## src/rtl/bram_stream_reader_pkg.sv

```systemverilog
// +----------------------------------------------------------------------------+
// | Module      : bram_stream_reader_pkg                                       |
// | Description : Shared state encodings, buffer depth and credit check for    |
// |               the block RAM stream reader.                                 |
// | Revision    : 1.0 - initial release                                        |
// +----------------------------------------------------------------------------+
`default_nettype none

package bram_stream_reader_pkg;

    localparam logic [1:0] c_IDLE  = 2'd0;
    localparam logic [1:0] c_RUN   = 2'd1;
    localparam logic [1:0] c_FLUSH = 2'd2;

    localparam int c_BUF_DEPTH = 2;

    // A read may issue only if every word already owed to the buffer still fits.
    function automatic logic credit_ok(input logic [1:0] occ, input logic inflight,
                                       input logic pop);
        credit_ok = ({1'b0, occ} + {2'b00, inflight}) < (3'(c_BUF_DEPTH) + {2'b00, pop});
    endfunction

endpackage

`default_nettype wire

```

## src/rtl/bram_stream_reader_stream_fifo2.sv

```systemverilog
// +----------------------------------------------------------------------------+
// | Module      : stream_fifo2                                                 |
// | Description : Two-entry registered FIFO; entry 0 is always the head.       |
// | Revision    : 1.0 - initial release                                        |
// +----------------------------------------------------------------------------+
`default_nettype none

module stream_fifo2
    import bram_stream_reader_pkg::*;
#(
    parameter int WIDTH = 32
) (
    input  logic             clk,
    input  logic             rst,
    input  logic             i_push,
    input  logic [WIDTH-1:0] i_din,
    input  logic             i_pop,
    output logic [WIDTH-1:0] o_head,
    output logic [1:0]       o_occ
);

    logic [WIDTH-1:0] r_e0;
    logic [WIDTH-1:0] r_e1;
    logic [1:0]       r_occ;
    logic             w_pop;

    assign w_pop  = i_pop && (r_occ != 2'd0);
    assign o_head = r_e0;
    assign o_occ  = r_occ;

    always_ff @(posedge clk or posedge rst) begin
        if (rst) begin
            r_e0  <= '0;
            r_e1  <= '0;
            r_occ <= 2'd0;
        end else begin
            case ({i_push, w_pop})
                2'b10: begin
                    if (r_occ != 2'(c_BUF_DEPTH)) begin
                        if (r_occ == 2'd0) r_e0 <= i_din;
                        else               r_e1 <= i_din;
                        r_occ <= r_occ + 2'd1;
                    end
                end
                2'b01: begin
                    r_e0  <= r_e1;
                    r_occ <= r_occ - 2'd1;
                end
                2'b11: begin
                    if (r_occ == 2'(c_BUF_DEPTH)) begin
                        r_e0 <= r_e1;
                        r_e1 <= i_din;
                    end else begin
                        r_e0 <= i_din;
                    end
                end
                default: ;
            endcase
        end
    end

    a_no_overflow: assert property (@(posedge clk) disable iff (rst)
        !(i_push && !w_pop && (r_occ == 2'(c_BUF_DEPTH))));

endmodule

`default_nettype wire

```

## src/rtl/bram_stream_reader.sv

```systemverilog
// +----------------------------------------------------------------------------+
// | Module      : bram_stream_reader                                           |
// | Description : Walks a wrap-around RAM address range and streams the read   |
// |               data out with credit-limited issue into a 2-entry buffer.    |
// | Revision    : 1.0 - initial release                                        |
// +----------------------------------------------------------------------------+
`default_nettype none

module bram_stream_reader
    import bram_stream_reader_pkg::*;
#(
    parameter int WORD_SIZE = 32,
    parameter int ADDR_SIZE = 6
) (
    input  logic                 clk,
    input  logic                 rst,
    input  logic                 start,
    input  logic [ADDR_SIZE-1:0] base_addr,
    input  logic [ADDR_SIZE:0]   count,
    output logic                 busy,
    output logic                 done,
    output logic                 bram_en,
    output logic [ADDR_SIZE-1:0] bram_r_addr,
    input  logic [WORD_SIZE-1:0] bram_dout,
    output logic [WORD_SIZE-1:0] m_data,
    output logic                 m_valid,
    input  logic                 m_ready
);

    localparam logic [ADDR_SIZE:0] c_ONE = 1;

    logic [1:0]           r_state;
    logic [ADDR_SIZE-1:0] r_base;
    logic [ADDR_SIZE:0]   r_count;
    logic [ADDR_SIZE:0]   r_issued;
    logic [ADDR_SIZE:0]   r_popped;
    logic                 r_inflight;

    logic                 w_run;
    logic                 w_pop;
    logic                 w_en;
    logic [1:0]           w_occ;

    assign w_run   = (r_state == c_RUN);
    assign m_valid = (w_occ != 2'd0);
    assign w_pop   = m_valid && m_ready;

    // The pop is counted in the same cycle, so issue resumes as soon as ready rises.
    assign w_en = w_run && (r_issued < r_count) && credit_ok(w_occ, r_inflight, w_pop);

    assign bram_en     = w_en;
    assign bram_r_addr = r_base + r_issued[ADDR_SIZE-1:0];
    assign busy        = (r_state != c_IDLE);
    assign done        = (r_state == c_FLUSH) || (w_run && (r_popped == r_count));

    stream_fifo2 #(
        .WIDTH (WORD_SIZE)
    ) u_fifo (
        .clk    (clk),
        .rst    (rst),
        .i_push (r_inflight),
        .i_din  (bram_dout),
        .i_pop  (w_pop),
        .o_head (m_data),
        .o_occ  (w_occ)
    );

    always_ff @(posedge clk or posedge rst) begin
        if (rst) begin
            r_state    <= c_IDLE;
            r_base     <= '0;
            r_count    <= '0;
            r_issued   <= '0;
            r_popped   <= '0;
            r_inflight <= 1'b0;
        end else begin
            r_inflight <= w_en;
            case (r_state)
                c_IDLE: begin
                    if (start) begin
                        r_base   <= base_addr;
                        r_count  <= count;
                        r_issued <= '0;
                        r_popped <= '0;
                        r_state  <= (count == '0) ? c_FLUSH : c_RUN;
                    end
                end
                c_RUN: begin
                    if (w_en)  r_issued <= r_issued + c_ONE;
                    if (w_pop) r_popped <= r_popped + c_ONE;
                    if (r_popped == r_count) r_state <= c_IDLE;
                end
                c_FLUSH: r_state <= c_IDLE;
                default: r_state <= c_IDLE;
            endcase
        end
    end

endmodule

`default_nettype wire

```

## config.mk

```make
export PLATFORM = sky130hd
export DESIGN_NAME = bram_stream_reader
export DESIGN_NICKNAME = d
export VERILOG_FILES = /design/src/rtl/bram_stream_reader_pkg.sv /design/src/rtl/bram_stream_reader_stream_fifo2.sv /design/src/rtl/bram_stream_reader.sv
export SDC_FILE = /design/constraint.sdc
export NUM_CORES = 1
export LEC_CHECK = 0
export ABC_CLOCK_PERIOD_IN_PS = 3000
export CAP_MARGIN = 0
export CORE_MARGIN = 2
export CORE_UTILIZATION = 56
export DETAILED_ROUTE_END_ITERATION = 8
export PLACE_DENSITY = 0.9
export SLEW_MARGIN = 20
export SYNTH_ARGS = -nofsm -noshare
export SYNTH_HDL_FRONTEND = slang
export SYNTH_HIERARCHICAL = 1
export SYNTH_SLANG_ARGS = --single-unit
```

## constraint.sdc

```tcl
create_clock -name clk -period 3 [get_ports clk]
set_input_delay 0.3 -clock clk [delete_from_list [all_inputs] [get_ports clk]]
set_output_delay 0.3 -clock clk [all_outputs]
set_load 0.005 [all_outputs]
```

==> impl_metrics.toml <==
[synthesis]
yosys_register_bits = 96
number_of_enable_flip_flop_cells_after_synthesis = 0
synth-main-ff-cell = "sky130_fd_sc_hd__dfrtp_1"
yosys.area.top_type_share = 0.509
netlist.top_cell.by_area = "sky130_fd_sc_hd__dfrtp_1"
yosys-top-cells-area = "sky130_fd_sc_hd__dfrtp_1 51%, sky130_fd_sc_hd__mux2_1 7.6%, sky130_fd_sc_hd__a221o_1 5.1%"
synth_cells = 401
yosysSeqAreaShare = 0.509
synth.yosys.warnings = 6
syn_nets = 466
synth.distinct_cells = 55
summed_instance_area_of_the_synthesized_netlist_um2 = 4720
syn_area_per_cell_um2 = 11.8
ys_async_rst_share = 1.00

[finish]
antenna_cells_inserted = 0
multi_input_comb_area_um2 = 2120
fillerInstances = 551
area_growth_pct = 24.9
nets = 553
layout-drive-gt1-share = 0.103
layout.area.seq_um2 = 2400
final_util = 0.721
commonest_non_fill_non_tap_cell_in_the_layout = "sky130_fd_sc_hd__dfrtp_1"
most_frequent_cells_in_the_layout = "96 x sky130_fd_sc_hd__dfrtp_1, 90 x sky130_fd_sc_hd__clkdlybuf4s50_1, 32 x sky130_fd_sc_hd__mux2_1"

[global_route]
vias_in_the_first_global_route = 3531
globalRouteTotalUtil = 0.240
first_pass_grt_wire_length_mm = 17.0
global_route.overflow_total = 0
grt_max_degree = 36
grt.met3_usage = 0.0384
grt_antenna_before_repair = 0
met1_grt_util = 0.309
top_usage_layer = "met2"
gr-usage-met2 = 0.403

[power]
cellLeakagePower_nw = 2.58
total_power_of_the_final_layout_w = 0.00644
vdd_ir_drop_max_uv = 867
power_density_nw_per_um2 = 1090

[cts]
post_cts.resized_instances = 0
clock_sinks = 96
worst_setup_hold_path_clk_slew_ps = 100
ctsLongestPathBuffers = 2
number_of_buffers_created_by_cts = 9
clk_latency_ps = 370
holdBufCountCts = 0
clock_tree.htree_level_count = 3
tritoncts_clock_tree = "built"
cts_setup_buffers = 0
clock-root-buffer = "sky130_fd_sc_hd__clkbuf_8"

[sta]
final.setup.tns_ps = 0
grt_setup_unrepaired = "no"
hold_violations = 0
worstMarginPinSlew_ps = 749
clock-skew-final_ps = 17.5
setup_viol_count_final = 0
period_minus_slack_ps = 2850
period_share = 0.951
maxSlewHeadroom = 0.490
whs_ps = 382
max_freq_mhz = 351
finalMaxSlewViolations = 0

[worst_setup_path]
end_kind = "output pin"
startpoint = "u_fifo/o_occ[0]$_DFFE_PP0P_"
timing.critical_path.from_type = "register"
r2r-start = "u_fifo/o_occ[0]$_DFFE_PP0P_"
arrival_ps = 2550
worst-endpoint-required_ps = 2700
worstSetupPathType = "register to output pin"
worst-path-max-fanout = 18

[route]
ant_nets = 0
vias = 3549
drt_iter0_markers = 175
avgViaCountPerCell = 5.93
number_of_detailed_route_iterations_in_the_first_pass = 4
wl_per_cell_um = 17.8
route.detailed.drc = 0
wirelength_mm = 10.7

[placed_design]
numPortBuffers = 90
place.gp.congestion = 0.865
dpl.hpwl_mm = 7.53

[floorplan]
count_of_pins_on_the_block_boundary = 91
die_w_um = 95.8
design.die.area_um2 = 9180
core_um2 = 8180
dieHeight_um = 95.8
row_count = 33
initial_utilization = 0.577

[status]
status = "finished, final reports clean"

[run]
drv_cap = 0

[hold_path]
timing.hold.worst.class = "primary input to async pin"
worst max-delay path: stages (launching register included):
cell and delay [ps]:
sky130_fd_sc_hd__dfrtp_1 600, sky130_fd_sc_hd__ha_1 300, sky130_fd_sc_hd__ha_1 190, sky130_fd_sc_hd__a211oi_2 210, sky130_fd_sc_hd__o211ai_4 110, sky130_fd_sc_hd__a221oi_4 230
sky130_fd_sc_hd__clkdlybuf4s50_1 550
power by group:
group	internal (W)	switching [W]	leakage [nW]
Clock	0.000402	0.000494	0.101
Combinational	0.00175	0.00137	1.33
Sequential	0.00192	0.000500	1.15
path summary, 6_finish.rpt:
check | depth (start not counted) | endpoint | slack [ps]
min | 3 | r_count[1]$_DFFE_PP0P_ | 380
max | 6 | bram_en | 150
min in group clk | 1 | u_fifo/r_e1[24]$_DFFE_PP0P_ | 490
max in group asynchronous | 3 | u_fifo/r_e1[14]$_DFFE_PP0P_ | 1980
max reg2reg | 8 | r_issued[5]$_DFFE_PP0P_ | 600
min reg2reg | 1 | u_fifo/r_e1[24]$_DFFE_PP0P_ | 490
stage by stage:
stage | cells | area (um2) | setup slack (ps)
floorplan | 401 | 4720 | 1050
global placement | 582 | 5680 | 588
detailed placement | 582 | 5680 | 548
CTS | 598 | 5900 | 131
global route | 598 | 5900 | 3.66
finish | 598 | 5900 | 147
state kept, by name (all words and copies together), names as in the netlist:
register,cells
u_fifo/o_occ,2
r_base,6
u_fifo/o_head,32
r_state,2
r_inflight,1
r_issued,7
r_count,7
u_fifo/r_e1,32
r_popped,7
kinds of logic after synthesis:
family / synth area share
AND/OR/NAND/NOR: 0.130
flip-flops: 0.509
XOR/XNOR: 0.0315
multiplexers: 0.104
adder cells (fa/ha/maj): 0.0440
buffers and inverters: 0.0440
AO/OA/AOI/OAI: 0.138
metal layers:
layer | share of wire | wire (um)
met4 | 0.022 | 236
met2 | 0.51 | 5440
met3 | 0.059 | 634
met5 | 0 | 0
met1 | 0.41 | 4350
synthesized netlist by cell type, drive strengths merged, types with 4 or more instances:
| cell | n |
|---|---|
| a31oi | 9 |
| mux2 | 40 |
| clkbuf | 5 |
| o21a | 4 |
| nor2 | 16 |
| ha | 15 |
| a21oi | 10 |
| inv | 15 |
| xor2 | 10 |
| dfrtp | 96 |
| nand4 | 4 |
| buf | 17 |
| xnor2 | 7 |
| nor3 | 12 |
| and3 | 28 |
| a221o | 24 |
| nand3 | 14 |
| nand2 | 18 |
| o21ai | 23 |
layout make-up:
type,instances,share of cell area
flip-flops and latches,96,0.407
repair buffers,98,0.165
inverters,15,0.00955
well taps,105,0.0223
multi-input cells,268,0.359
clock buffers,9,0.0210
clock inverters,7,0.0153
Note: power is estimated with default switching activity, not from simulation.
==> patch 1 (same flow settings) <==
Make the reset (`rst`) synchronous in 2 clocked blocks.
--- a/src/rtl/bram_stream_reader_stream_fifo2.sv
+++ b/src/rtl/bram_stream_reader_stream_fifo2.sv
@@ -30,3 +30,3 @@
 
-    always_ff @(posedge clk or posedge rst) begin
+    always_ff @(posedge clk) begin
         if (rst) begin
--- a/src/rtl/bram_stream_reader.sv
+++ b/src/rtl/bram_stream_reader.sv
@@ -67,3 +67,3 @@
 
-    always_ff @(posedge clk or posedge rst) begin
+    always_ff @(posedge clk) begin
         if (rst) begin
Check against the original RTL: differs if rst is asserted again (counterexample within 4 cycles, from zero or initial values and one cycle with rst high); with rst held inactive, the same outputs for 10 cycles.
==> patch 1 against the original RTL <==
Design area up 10%; sequential cell count stayed put; worst setup slack about the same; core utilization fell by 2.0 points; critical endpoint unchanged; first-iteration DRC count up 150%; routed wire length grew 36%; non-clock buffer count grew 5; highest routed layer unchanged; maximum frequency is essentially flat; synthesized area grew 14%; via count is 47% higher.
Power is not compared: it rests on default switching activity, and its combinational part moved more than twofold at a synthesized area within 25%.
==> patch 1: results (changes against the original RTL) <==
{| class="wikitable"
! Metric !! Value
|-
| Outcome || finished, final reports clean (unchanged)
|-
| Critical path launch point || r_count[6] (was u_fifo/o_occ[0])
|-
| Ratio of cells with drive above 1 in the final layout || 0.107 (was 0.103)
|-
| Tightest Hold Check Type || in2reg (was in2async)
|-
| Routed via count || 5207 (was 3549)
|-
| First-pass GRT wire length || 23.7 mm (was 17.0 mm)
|-
| Worst R2R Path Depth || 7 (was 8)
|-
| HPWL reported at the end of detailed placement || 9.23 mm (was 7.53 mm)
|-
| Worst Clk Skew || 0.0150 ns (was 0.0175 ns)
|-
| Final Routed Wirelength || 14.5 mm (was 10.7 mm)
|-
| First-pass iteration count of the detailed router || 5 (was 4)
|-
| Buffers inserted during post-CTS setup optimization || 0 (unchanged)
|-
| Global placer's final weighted congestion || 0.892 (was 0.865)
|-
| Async set-or-reset flop fraction in the synthesized netlist || 0 (was 1.00)
|-
| Reg2reg start || r_count[6] (was u_fifo/o_occ[0])
|-
| Critical R2R Capture || r_issued[5] (unchanged)
|-
| Unique masters post-synth || 54 (was 55)
|-
| Crit Path Max Fanout || 12 (was 18)
|-
| Post-synthesis area per instance || 8.91 um2 (was 11.8 um2)
|-
| Layout filler cell count || 732 (was 551)
|-
| Relative slew margins || 0.336 (was 0.490)
|-
| Placed instance count || 775 (was 582)
|-
| Register area share after synthesis || 0.357 (was 0.509)
|-
| Gate family responsible for the most delay along the worst path || buffers and inverters (was flip-flops)
|-
| Critical Path Slowest Stage Cell || sky130_fd_sc_hd__clkdlybuf4s50_1 (was sky130_fd_sc_hd__dfrtp_1)
|-
| WL/cell || 18.3 um (was 17.8 um)
|-
| Maximum number of pins on one net before global-route repair || 59 (was 36)
|-
| Drt first-iter violations || 435 (was 175)
|-
| Cells taking the most area after synthesis || sky130_fd_sc_hd__dfxtp_1 (36%), sky130_fd_sc_hd__o221ai_1 (8.5%), sky130_fd_sc_hd__a311oi_2 (8.4%) (was sky130_fd_sc_hd__dfrtp_1 (51%), sky130_fd_sc_hd__mux2_1 (7.6%), sky130_fd_sc_hd__a221o_1 (5.1%))
|-
| Syn. warnings || 6 (unchanged)
|-
| Post-synth net total || 669 (was 466)
|-
| Total global routing track utilization || 0.284 (was 0.240)
|-
| Level count of the clock H-tree || 3 (unchanged)
|-
| Number of global-route vias before repair || 5005 (was 3531)
|-
| Final Net Count || 722 (was 553)
|-
| Critical Path Max Stage Delay || 0.51 ns (was 0.60 ns)
|}
## patch 1: how the worst min path moves through the flow
stage	cells past startpoint	endpoint	slack, ns	from
6_report	2	r_popped[0]	0.45	rst
5_1_grt	3	r_base[2]	0.48	base_addr[2]
4_1_cts	2	r_popped[0]	0.44	rst
3_5_place_dp	2	r_base[0]	0.46	r_base[0]
3_3_place_gp	2	r_base[0]	0.45	r_base[0]
2_1_floorplan	2	r_base[0]	0.44	base_addr[0]
## patch 1: metrics by stage
step	worst slack [ns]	util	hold slack [ns]	area, um2	power, mW
after CTS	0.152	0.701	0.444	6510	2.88
after global routing	0.0364	0.701	0.478	6510	2.99
after detailed placement	0.440	0.677	0.455	6280	1.92
after global placement	0.552	0.677	0.451	6280	1.90
after floorplan	1.08	-	0.436	5380	1.70
final	0.147	0.701	0.454	6510	2.87
## patch 1: final cells by class
| cell class | instances | area (um2) | area share |
|---|---|---|---|
| tap | 129 | 161 | 0.0248 |
| multi-input combinational | 433 | 3140 | 0.482 |
| sequential | 96 | 1920 | 0.295 |
| timing repair buffer | 103 | 1010 | 0.155 |
| inverter | 14 | 52.6 | 0.00807 |
| clock inverter | 4 | 76.3 | 0.0117 |
| clock buffer | 12 | 155 | 0.0238 |
## patch 1: report_power, final
part           internal, mW  switching [mW]  total [mW]  leakage [nW]
registers              1.32          0.0373        1.36         0.778
clock network         0.517           0.456       0.974         0.113
logic                 0.263           0.277       0.540          1.28
## patch 1: cell families after synthesis
logic type,after synthesis,synth area share
AO/OA/AOI/OAI,216,0.318
XOR/XNOR,17,0.0277
adder cells (fa/ha/maj),16,0.0386
buffers and inverters,75,0.0607
flip-flops,96,0.357
multiplexers,8,0.0149
AND/OR/NAND/NOR,176,0.183
## patch 1: per-layer routing
| metal | vias up | part of all wire | GRT usage |
|---|---|---|---|
| li1 | 2397 | - | - |
| met1 | 2536 | 0.41 | 0.359 |
| met2 | 244 | 0.50 | 0.488 |
| met3 | 30 | 0.066 | 0.0499 |
| met4 | 0 | 0.018 | 0.0985 |
| met5 | - | 0 | 0 |
## patch 1: worst reg2reg max path, delay by kind of cell (launching register included)
kind | cells | cell delay, ns
AOI/OAI and AO/OA | 4 | 0.89
and+or+nand+nor | 1 | 0.51
DFF | 1 | 0.40
adders and majority gates | 1 | 0.32
buffers and inverters | 1 | 0.07
==> patch 2 (config.mk and constraints unchanged) <==
Without the edit above. Set the parameter `WORD_SIZE` to 128 (it was 32).
--- a/src/rtl/bram_stream_reader.sv
+++ b/src/rtl/bram_stream_reader.sv
@@ -11,3 +11,3 @@
 #(
-    parameter int WORD_SIZE = 32,
+    parameter int WORD_SIZE = 128,
     parameter int ADDR_SIZE = 6
Ports: changed (resized bram_dout and m_data); port bits go from 91 to 283. The function was not compared with the original's and may differ.
==> patch 2 against the original RTL <==
Total power rose to 3.1 times the old value; count of clock-buffer cells in the layout increased by 31; sequential cell count increased by 192; synthesized cell count grew to 3.0 times the old value; sequential power increased to 3.0 times the old value; design area grew to 3.0 times the old value; worst setup slack got worse by 0.043 ns; global-route usage is 3.8 points higher; synthesized area rose to 2.9 times the old value; routed wire length grew to 3.4 times the old value; critical endpoint is now bram_r_addr[4].
==> patch 2: results (changes against the original RTL) <==
{| class="wikitable"
! Metric !! Value
|-
| Worst-skew pair later-pin latency || 0.53 ns (was 0.37 ns)
|-
| Maximum number of pins on one net before global-route repair || 141 (was 36)
|-
| Outcome || finished, final reports clean (unchanged)
|-
| Leakage power figure || 6.84 nW (was 2.58 nW)
|-
| Crit Path Max Fanout || 5 (was 18)
|-
| Max clock buf depth || 3 (was 2)
|-
| Met3 global-route usage || 0.0565 (was 0.0384)
|-
| Max VDD drop || 1060 uV (was 867 uV)
|-
| WL/cell || 20.4 um (was 17.8 um)
|-
| First-pass GRT wire length || 58.1 mm (was 17.0 mm)
|-
| Worst R2R Path Depth || 7 (was 8)
|-
| Final Net Count || 1600 (was 553)
|-
| HPWL reported at the end of detailed placement || 22.9 mm (was 7.53 mm)
|-
| Final Routed Wirelength || 36.3 mm (was 10.7 mm)
|-
| Mux contribution to synthesized area || 0.116 (was 0.104)
|-
| Cells taking the most area after synthesis || sky130_fd_sc_hd__dfrtp_1 (53%), sky130_fd_sc_hd__mux2_2 (11%), sky130_fd_sc_hd__nand3b_1 (7.1%) (was sky130_fd_sc_hd__dfrtp_1 (51%), sky130_fd_sc_hd__mux2_1 (7.6%), sky130_fd_sc_hd__a221o_1 (5.1%))
|-
| Number of antenna violations at the first check in global routing || 2 (was 0)
|-
| Fraction of the mapped netlist area in compound gates || 0.133 (was 0.138)
|-
| Cells after Synth || 1206 (was 401)
|-
| Worst-case hold slack || 0.168 ns (was 0.382 ns)
|-
| Number of port buffers || 282 (was 90)
|-
| Clock Root Buffer || sky130_fd_sc_hd__clkbuf_16 (was sky130_fd_sc_hd__clkbuf_8)
|-
| Level count of the clock H-tree || 1 (was 3)
|-
| Ratio of cells with drive above 1 in the final layout || 0.173 (was 0.103)
|-
| Register area share after synthesis || 0.533 (was 0.509)
|-
| Worst slack after detailed placement || 0.533 ns (was 0.548 ns)
|-
| Global placer's final weighted congestion || 0.850 (was 0.865)
|-
| Setup slack, reg-to-reg || 0.55 ns (was 0.60 ns)
|-
| Worst Clk Skew || 0.0103 ns (was 0.0175 ns)
|-
| Critical Path Max Stage Delay || 0.53 ns (was 0.60 ns)
|-
| Global Route met2 Usage || 0.475 (was 0.403)
|-
| Total global routing track utilization || 0.278 (was 0.240)
|-
| First-pass iteration count of the detailed router || 5 (was 4)
|-
| Ranking of synthesized cells by instance count || sky130_fd_sc_hd__dfrtp_1 (288), sky130_fd_sc_hd__mux2_2 (135), sky130_fd_sc_hd__nor3_1 (130) (was sky130_fd_sc_hd__dfrtp_1 (96), sky130_fd_sc_hd__mux2_1 (32), sky130_fd_sc_hd__and3_1 (28))
|-
| Transition at the pin with the smallest max-transition slack || 0.680 ns (was 0.749 ns)
|}
==> patch 2: cell types whose count changed in the layout (fill, tap and decap cells not counted), moves of 10 or more <==
cell / before / now
sky130_fd_sc_hd__clkdlybuf4s50_1: 90 / 282
sky130_fd_sc_hd__mux2_2: 8 / 135
sky130_fd_sc_hd__and3_1: 28 / 6
sky130_fd_sc_hd__a221o_1: 24 / 2
sky130_fd_sc_hd__mux2_1: 32 / 2
sky130_fd_sc_hd__a31oi_2: 0 / 10
sky130_fd_sc_hd__dfrtp_1: 96 / 284
sky130_fd_sc_hd__o21ai_0: 20 / 128
sky130_fd_sc_hd__nand3b_1: 2 / 128
sky130_fd_sc_hd__a31oi_1: 9 / 117
sky130_fd_sc_hd__buf_4: 7 / 21
sky130_fd_sc_hd__clkbuf_16: 0 / 29
sky130_fd_sc_hd__nor3_1: 12 / 130
sky130_fd_sc_hd__buf_12: 1 / 14
==> patch 2: logic make-up after synthesis <==
| group | after synthesis |
|---|---|
| compound gates | 296 |
| xor+xnor | 17 |
| fa+ha+maj | 16 |
| buf+inv | 130 |
| flops | 288 |
| mux | 139 |
| simple gates | 320 |
==> patch 2: area by class of cell <==
class	count	area, um2	share of cell area
antenna	2	5.00	0.000283
timing repair buffer	317	3260	0.184
tap	319	399	0.0226
sequential	288	7210	0.408
multi-input combinational	788	5700	0.322
inverter	15	60.1	0.00339
clock inverter	13	215	0.0122
clock buffer	40	837	0.0473
==> patch 2: metal layers <==
metal	up-vias	share of wire	wire, um
met5	-	0.00044	16
met4	2	0.036	1320
met3	93	0.072	2610
met2	447	0.50	18100
met1	5465	0.39	14300
li1	4902	-	-
==> patch 2: how the worst max path moves through the flow <==
| stage | start | end | slack (ns) | depth (start not counted) |
|---|---|---|---|---|
| detailed placement | m_ready | u_fifo/r_e1[79] | 0.53 | 7 |
| global route | r_issued[1] | bram_r_addr[5] | 0.03 | 7 |
| floorplan | rst | u_fifo/o_head[0] | -0.70 | 1 |
| global placement | u_fifo/o_occ[0] | bram_en | 0.60 | 6 |
| finish | r_issued[0] | bram_r_addr[4] | 0.10 | 7 |
| CTS | r_issued[0] | bram_r_addr[4] | 0.02 | 7 |
==> patch 2: repair_timing <==
item	CTS	global route
setup endpoints to repair	2	3
pin swaps	0	0
gates resized for setup	3	4
hold buffers	0	0
buffers inserted	0	4
hold endpoints to repair	0	0
==> patch 2: report_power, final <==
part	internal (mW)	total (mW)	switching, mW
sequential	5.89	7.14	1.25
clock	2.45	3.94	1.48
combinational	4.76	8.90	4.14
total	13.1	20.0	6.88
==> patch 2: critical path: cells and delay by family (launching register included) <==
kind            cells  cell delay [ns]
buf+inv             1             0.53
compound gates      1             0.15
simple gates        2             0.18
fa+ha+maj           2             0.61
xor+xnor            1             0.15
flops               1             0.45
